<file path="config.mk">
export PLATFORM = sky130hd
export DESIGN_NAME = mesh_mac_cell_flat
export DESIGN_NICKNAME = d
export VERILOG_FILES = /design/src/rtl/mesh_mac_cell_pkg.sv /design/src/rtl/mesh_mac_cell_if.sv /design/src/rtl/mesh_mac_cell_mult_unsigned.sv /design/src/rtl/mesh_mac_cell.sv /design/src/flat_wrapper.sv
export SDC_FILE = /design/constraint.sdc
export NUM_CORES = 1
export LEC_CHECK = 0
export ABC_CLOCK_PERIOD_IN_PS = 4310
export CORE_UTILIZATION = 59
export DETAILED_ROUTE_END_ITERATION = 8
export MAX_ROUTING_LAYER = met4
export PLACE_DENSITY = 0.92
export SLEW_MARGIN = 0
export SYNTH_ARGS = -nofsm -noshare
export SYNTH_HDL_FRONTEND = slang
export SYNTH_SLANG_ARGS = --single-unit
</file>
<file path="constraint.sdc">
create_clock -name CLK -period 4.31 [get_ports CLK]
set_input_delay 0.6465 -clock CLK [delete_from_list [all_inputs] [get_ports CLK]]
set_output_delay 0.6465 -clock CLK [all_outputs]
set_load 0.05 [all_outputs]
</file>
<file path="src/rtl/mesh_mac_cell_pkg.sv">
// Shared constants for mesh MAC cells: result width, FSM encoding and the
// saturating add used by the accumulator.
package mesh_mac_cell_pkg;

    localparam int RES_W = 12;

    localparam logic [1:0] ST_IDLE = 2'd0;
    localparam logic [1:0] ST_ACC  = 2'd1;
    localparam logic [1:0] ST_DONE = 2'd2;

    localparam logic [RES_W-1:0] SAT = 12'hFFF;

    // Inputs never exceed 2*SAT, so the carry bit alone signals overflow.
    function automatic logic [RES_W-1:0] sat_clip(input logic [RES_W:0] s);
        return s[RES_W] ? SAT : s[RES_W-1:0];
    endfunction

endpackage

</file>
<file path="src/rtl/mesh_mac_cell_if.sv">
// Operand/result bundle of one mesh MAC cell; the slave side is the cell.
interface mesh_mac_cell_if #(parameter int AW = 4);
    import mesh_mac_cell_pkg::*;

    logic              START;
    logic              VALID_IN;
    logic [AW-1:0]     A_IN;
    logic [AW-1:0]     B_IN;
    logic [AW-1:0]     A_OUT;
    logic [AW-1:0]     B_OUT;
    logic              VALID_OUT;
    logic [RES_W-1:0]  RES;
    logic              RES_EN;
    logic              OVF;
    logic              BUSY;

    modport master (
        output START, VALID_IN, A_IN, B_IN,
        input  A_OUT, B_OUT, VALID_OUT, RES, RES_EN, OVF, BUSY
    );

    modport slave (
        input  START, VALID_IN, A_IN, B_IN,
        output A_OUT, B_OUT, VALID_OUT, RES, RES_EN, OVF, BUSY
    );
endinterface

</file>
<file path="src/rtl/mesh_mac_cell_mult_unsigned.sv">
// Combinational unsigned W x W -> 2W multiplier shared by the mesh cells.
module mult_unsigned #(
    parameter int W = 4
) (
    input  logic [W-1:0]   a,
    input  logic [W-1:0]   b,
    output logic [2*W-1:0] p
);
    assign p = {{W{1'b0}}, a} * {{W{1'b0}}, b};
endmodule

</file>
<file path="src/rtl/mesh_mac_cell.sv">
// Mesh processing element: forwards operands east/south and accumulates K
// saturating products, strobing the finished dot product for one cycle.
module mesh_mac_cell
    import mesh_mac_cell_pkg::*;
#(
    parameter int K  = 3,
    parameter int AW = 4
) (
    input  logic            CLK,
    input  logic            RST,
    mesh_mac_cell_if.slave  bus
);
    localparam int CW = $clog2(K + 1);
    localparam logic [CW-1:0] LAST = CW'(K - 1);

    logic [2*AW-1:0]  prod;
    logic [RES_W:0]   prod_ext;
    logic [RES_W:0]   sum;
    logic [RES_W-1:0] sum_sat;

    logic [1:0]       state;
    logic [RES_W-1:0] acc;
    logic [CW-1:0]    cnt;
    logic [RES_W-1:0] res;
    logic             res_en;
    logic             ovf;

    logic [AW-1:0]    a_q;
    logic [AW-1:0]    b_q;
    logic             vld_q;

    mult_unsigned #(.W(AW)) u_mult (
        .a (bus.A_IN),
        .b (bus.B_IN),
        .p (prod)
    );

    assign prod_ext = {{(RES_W + 1 - 2*AW){1'b0}}, prod};
    assign sum      = {1'b0, acc} + prod_ext;
    assign sum_sat  = sat_clip(sum);

    // Forwarding path is independent of the FSM; operands hold across bubbles.
    always_ff @(posedge CLK or posedge RST) begin
        if (RST) begin
            a_q   <= '0;
            b_q   <= '0;
            vld_q <= 1'b0;
        end else begin
            vld_q <= bus.VALID_IN;
            if (bus.VALID_IN) begin
                a_q <= bus.A_IN;
                b_q <= bus.B_IN;
            end
        end
    end

    always_ff @(posedge CLK or posedge RST) begin
        if (RST) begin
            state  <= ST_IDLE;
            acc    <= '0;
            cnt    <= '0;
            res    <= '0;
            res_en <= 1'b0;
            ovf    <= 1'b0;
        end else begin
            res_en <= 1'b0;
            // START wins in every state; a pair arriving with it is term one.
            if (bus.START) begin
                ovf <= 1'b0;
                if (bus.VALID_IN) begin
                    acc <= prod_ext[RES_W-1:0];
                    cnt <= CW'(1);
                    if (K == 1) begin
                        state  <= ST_DONE;
                        res    <= prod_ext[RES_W-1:0];
                        res_en <= 1'b1;
                    end else begin
                        state <= ST_ACC;
                    end
                end else begin
                    acc   <= '0;
                    cnt   <= '0;
                    state <= ST_ACC;
                end
            end else begin
                case (state)
                    ST_ACC: begin
                        if (bus.VALID_IN) begin
                            acc <= sum_sat;
                            ovf <= ovf | sum[RES_W];
                            cnt <= cnt + CW'(1);
                            if (cnt == LAST) begin
                                state  <= ST_DONE;
                                res    <= sum_sat;
                                res_en <= 1'b1;
                            end
                        end
                    end
                    ST_DONE: state <= ST_IDLE;
                    default: state <= ST_IDLE;
                endcase
            end
        end
    end

    assign bus.A_OUT     = a_q;
    assign bus.B_OUT     = b_q;
    assign bus.VALID_OUT = vld_q;
    assign bus.RES       = res;
    assign bus.RES_EN    = res_en;
    assign bus.OVF       = ovf;
    assign bus.BUSY      = (state == ST_ACC);

endmodule

</file>
<file path="src/flat_wrapper.sv">
// flat-port wrapper written by rule: the top's interface ports become plain ports
module mesh_mac_cell_flat import mesh_mac_cell_pkg::*;
#(
    parameter int K  = 3,
    parameter int AW = 4
)
  (CLK, RST, bus_START, bus_VALID_IN, bus_A_IN, bus_B_IN, bus_A_OUT, bus_B_OUT, bus_VALID_OUT, bus_RES, bus_RES_EN, bus_OVF, bus_BUSY);
  mesh_mac_cell_if #(.AW(AW)) bus_i ();
  input  logic CLK;
  input  logic RST;
  input wire logic [$bits(bus_i.START)-1:0] bus_START;
  input wire logic [$bits(bus_i.VALID_IN)-1:0] bus_VALID_IN;
  input wire logic [$bits(bus_i.A_IN)-1:0] bus_A_IN;
  input wire logic [$bits(bus_i.B_IN)-1:0] bus_B_IN;
  output wire logic [$bits(bus_i.A_OUT)-1:0] bus_A_OUT;
  output wire logic [$bits(bus_i.B_OUT)-1:0] bus_B_OUT;
  output wire logic [$bits(bus_i.VALID_OUT)-1:0] bus_VALID_OUT;
  output wire logic [$bits(bus_i.RES)-1:0] bus_RES;
  output wire logic [$bits(bus_i.RES_EN)-1:0] bus_RES_EN;
  output wire logic [$bits(bus_i.OVF)-1:0] bus_OVF;
  output wire logic [$bits(bus_i.BUSY)-1:0] bus_BUSY;
  assign bus_i.START = bus_START;
  assign bus_i.VALID_IN = bus_VALID_IN;
  assign bus_i.A_IN = bus_A_IN;
  assign bus_i.B_IN = bus_B_IN;
  assign bus_A_OUT = bus_i.A_OUT;
  assign bus_B_OUT = bus_i.B_OUT;
  assign bus_VALID_OUT = bus_i.VALID_OUT;
  assign bus_RES = bus_i.RES;
  assign bus_RES_EN = bus_i.RES_EN;
  assign bus_OVF = bus_i.OVF;
  assign bus_BUSY = bus_i.BUSY;
  mesh_mac_cell #(.K(K), .AW(AW)) u_core (.CLK(CLK), .RST(RST), .bus(bus_i));
endmodule
</file>
==> metrics.md <==
| Metric | Value |
|---|---|
| IO Count | `36` |
| Synth cell types | `48` |
| Post-Place Cells | `356` |
| Avg Inst Size Synth | `9.71 um2` |
| Layout cells sized above 1 | `26.3%` |
| Hold WS | `about 470 ps` |
| Vias in the first global route | `2319` |
| GRT Total Usage | `37.0%` |
| Iteration-0 DRC Markers | `roughly 440` |
| Slew at the pin closest to its max-slew limit | `820 ps` |
| Filler Cell Count | `211` |
| Die width | `66.9 um` |
| Synth Flop Type | `dfrtp_1` |
| Die H | `66.9 um` |
| Largest net degree at the start of global routing | `40` |
| Crit Path Class | `input port to register` |
| Clock skew | `3.58 ps` |
| Yosys reg bits | `39` |
| Yosys warnings | `0` |
| Relative slew slack | `about 45%` |
| DRC errors left | `0` |
| Cell Chain, Critical Path | `buf_4 > nand2_2 > fa_1 > inv_2 > fa_1 > ha_1 > a21o_1 > a21oi_4 > a21oi_2 > xor2_2 > ha_4 > buf_4 > a21o_1 > nand3_2 > o21ai_4 > buf_6 > nor2_1 > o21ai_0` |
| Skew-Pair Late Insertion Delay | `approximately 300 ps` |
| Crit share post-route | `99.1%` |
| Design area | `3380 um2` |
| Logic pwr share | `57.0%` |
| Routability Congestion | `between 0.9 and 1` |
| Post-synth EDFFs | `0` |
| Max Root-Sink Buffers | `2` |
| Antenna diodes | `0` |
| Worst Hold Class | `register to register` |
| First-pass GRT wire length | `approximately 12000 um` |
| Final setup fails | `0` |
| Crit. End Element | `register` |
| Async set or reset register ratio after synthesis | `100%` |
| FP Rows | `23` |
| Detail Placement HPWL | `4430 um` |
| Flop-to-flop setup slack | `between 1500 and 2000 ps` |
| Slew Viols, Final | `0` |
| Clk pin slew, worst setup/hold paths | `about 80 ps` |
| Initial antenna violation count | `0` |
| Sw Share | `44.4%` |
| Port-buffer cells | `35` |
| Pint | `0.959 mW` |
| Worst VDD drop | `0.347 mV` |
| Critical Path AT | `approximately 4400 ps` |
| DR vias | `2510` |
| Commonest non-fill, non-tap cell in the layout | `dfrtp_1` |
| Layout net count | `360` |
| Fmax | `234 MHz` |
| P_sw | `0.765 mW` |
| WL final | `8400 um` |
| Starting density of the core | `61.7%` |
| Synthesized instance count | `256` |
| Seq/Total Area, Yosys | `slightly below 40%` |
| PwrDens | `a little over 500 nW/um2` |
| Startpoint types | `input port` |
| Per-cell routed wire length | `22.5 um` |
| GRT overflow | `0` |
| WP data required | `4480 ps` |
| # Max-Cap Violations | `0` |
| Endpoints failing hold | `0` |
| CP Max Fanout | `6` |
| Syn-to-layout area delta | `36.1%` |
| Placement Cell Area | `3050 um2` |
| CTS tree | `built` |
| H-tree Lvls | `2` |
| Crit-path slowest cell | `fa_1` |
| Util after Layout | `a little over four fifths` |
| Commonest non-fill, non-tap cells in the layout | `39 x dfrtp_1, 31 x buf_4, 28 x clkdlybuf4s50_1, 24 x nand2_1, 18 x nor2_1` |
| Leak pwr | `around 1.6 nW` |
| Final TNS setup | `0 ps` |
| Vias per inst | `around 6.7` |
| Clock Sinks | `39` |
| CTS Buf Count | `5` |
| Syn nets | `294` |
| Clock power share | `14.4%` |
| Sequential share of power | `28.7%` |
| Routed Antenna Nets | `0` |
| CORE AREA | `4030 um2` |
| Pre-Repair DR Iteration Count | `5` |
| Critical Path Max Stage Delay | `550 ps` |
| Tmin final | `4270 ps` |
| Cell area after synthesis | `2490 um2` |
| CTS Root Cell | `clkbuf_8` |
| Outcome | `completed` |
| Die area | `4480 um2` |
| Final non-filler cell total | `~370` |
## cell type report
cell class                      count  area (um2)  share of cell area (%)
Clock buffer                        6        72.6                    2.14
Timing Repair Buffer               70         607                    17.9
Clock inverter                      2        12.5                   0.370
Multi-Input combinational cell    192        1600                    47.3
Inverter                           14        52.6                    1.55
Sequential cell                    39         976                    28.8
Tap cell                           50        62.6                    1.85
## routing by layer
layer  vias to the layer above  track usage, %  share of wire, %
met3                        77            6.34                10
li1                       1032               -                 -
met5                         -               -                 0
met1                      1156            45.2                36
met2                       245            59.7                47
met4                         0            17.0               6.3
## cell families (layout without fill, tap and decap cells)
logic type	count (synthesis)	after routing	synth area share, %
buffers and inverters	25	92	4.03
adder cells (fa/ha/maj)	26	26	14.6
multiplexers	9	9	4.08
AND/OR/NAND/NOR	90	90	18.1
XOR/XNOR	9	9	3.17
flip-flops	39	39	39.3
AO/OA/AOI/OAI	58	58	16.8
## synth_stat cells, drive strengths merged (4+ instances only)
cell type | count | area (um2)
a21o | 8 | 60.1
a21oi | 10 | 50.1
and2 | 16 | 100
buf | 4 | 21.3
clkbuf | 7 | 26.3
dfrtp | 39 | 976
fa | 5 | 100
ha | 21 | 263
inv | 14 | 52.6
mux2 | 9 | 101
nand2 | 27 | 101
nand3 | 4 | 20.0
nor2 | 18 | 67.6
nor3 | 8 | 40.0
o21ai | 14 | 73.8
o31ai | 4 | 30.0
xnor2 | 5 | 43.8
xor2 | 4 | 35.0
## state kept, by name, indices dropped and copies added, names as in the netlist
signal,count
u_core.bus.RES_EN,1
u_core.state,2
u_core.bus.B_OUT,4
u_core.bus.RES,12
u_core.bus.A_OUT,4
u_core.acc,12
u_core.bus.VALID_OUT,1
u_core.cnt,2
u_core.bus.OVF,1
## per-stage QoR
step / power (mW) / worst slack, ps
floorplan: 1.02 / 63.2
global placement: 1.25 / -527
detailed placement: 1.28 / -698
CTS: 1.59 / 18.4
global route: 1.79 / -20.9
finish: 1.72 / 37.4
## power groups by stage
stage	logic [mW]	clock network, mW	registers [mW]
6_report	0.982	0.248	0.494
5_1_grt	1.02	0.264	0.500
4_1_cts	0.857	0.249	0.485
3_5_place_dp	0.790	0	0.489
3_3_place_gp	0.765	0	0.486
2_1_floorplan	0.369	0	0.646
## critical path, delay by kind of cell
kind,cells,cell delay (ps)
AND/OR/NAND/NOR,3,420
buffers and inverters,4,460
XOR/XNOR,1,220
adder cells (fa/ha/maj),4,1660
AO/OA/AOI/OAI,6,1040
## worst paths after layout
kind / from / end / cells past startpoint
hold / removal: u_core.bus.RES[1]$_DFFE_PP0P_ / u_core.bus.RES[1]$_DFFE_PP0P_ / 2
max in group asynchronous: RST / u_core.bus.A_OUT[1]$_DFFE_PP0P_ / 3
setup reg to reg: u_core.acc[0]$_DFFE_PP0P_ / u_core.bus.RES[6]$_DFFE_PP0P_ / 8
min in group asynchronous: RST / u_core.acc[10]$_DFFE_PP0P_ / 3
hold reg to reg: u_core.bus.RES[1]$_DFFE_PP0P_ / u_core.bus.RES[1]$_DFFE_PP0P_ / 2
setup / recovery: bus_B_IN[3] / u_core.bus.RES[6]$_DFFE_PP0P_ / 18
## repair_timing
item,4_1_cts,5_1_grt
resized for setup,26,36
endpoints found under the setup margin,25,25
setup buffers,5,3
pin swaps,20,20
gates cloned,1,0
hold buffers,0,0
Power figures use the tool's default switching activity.
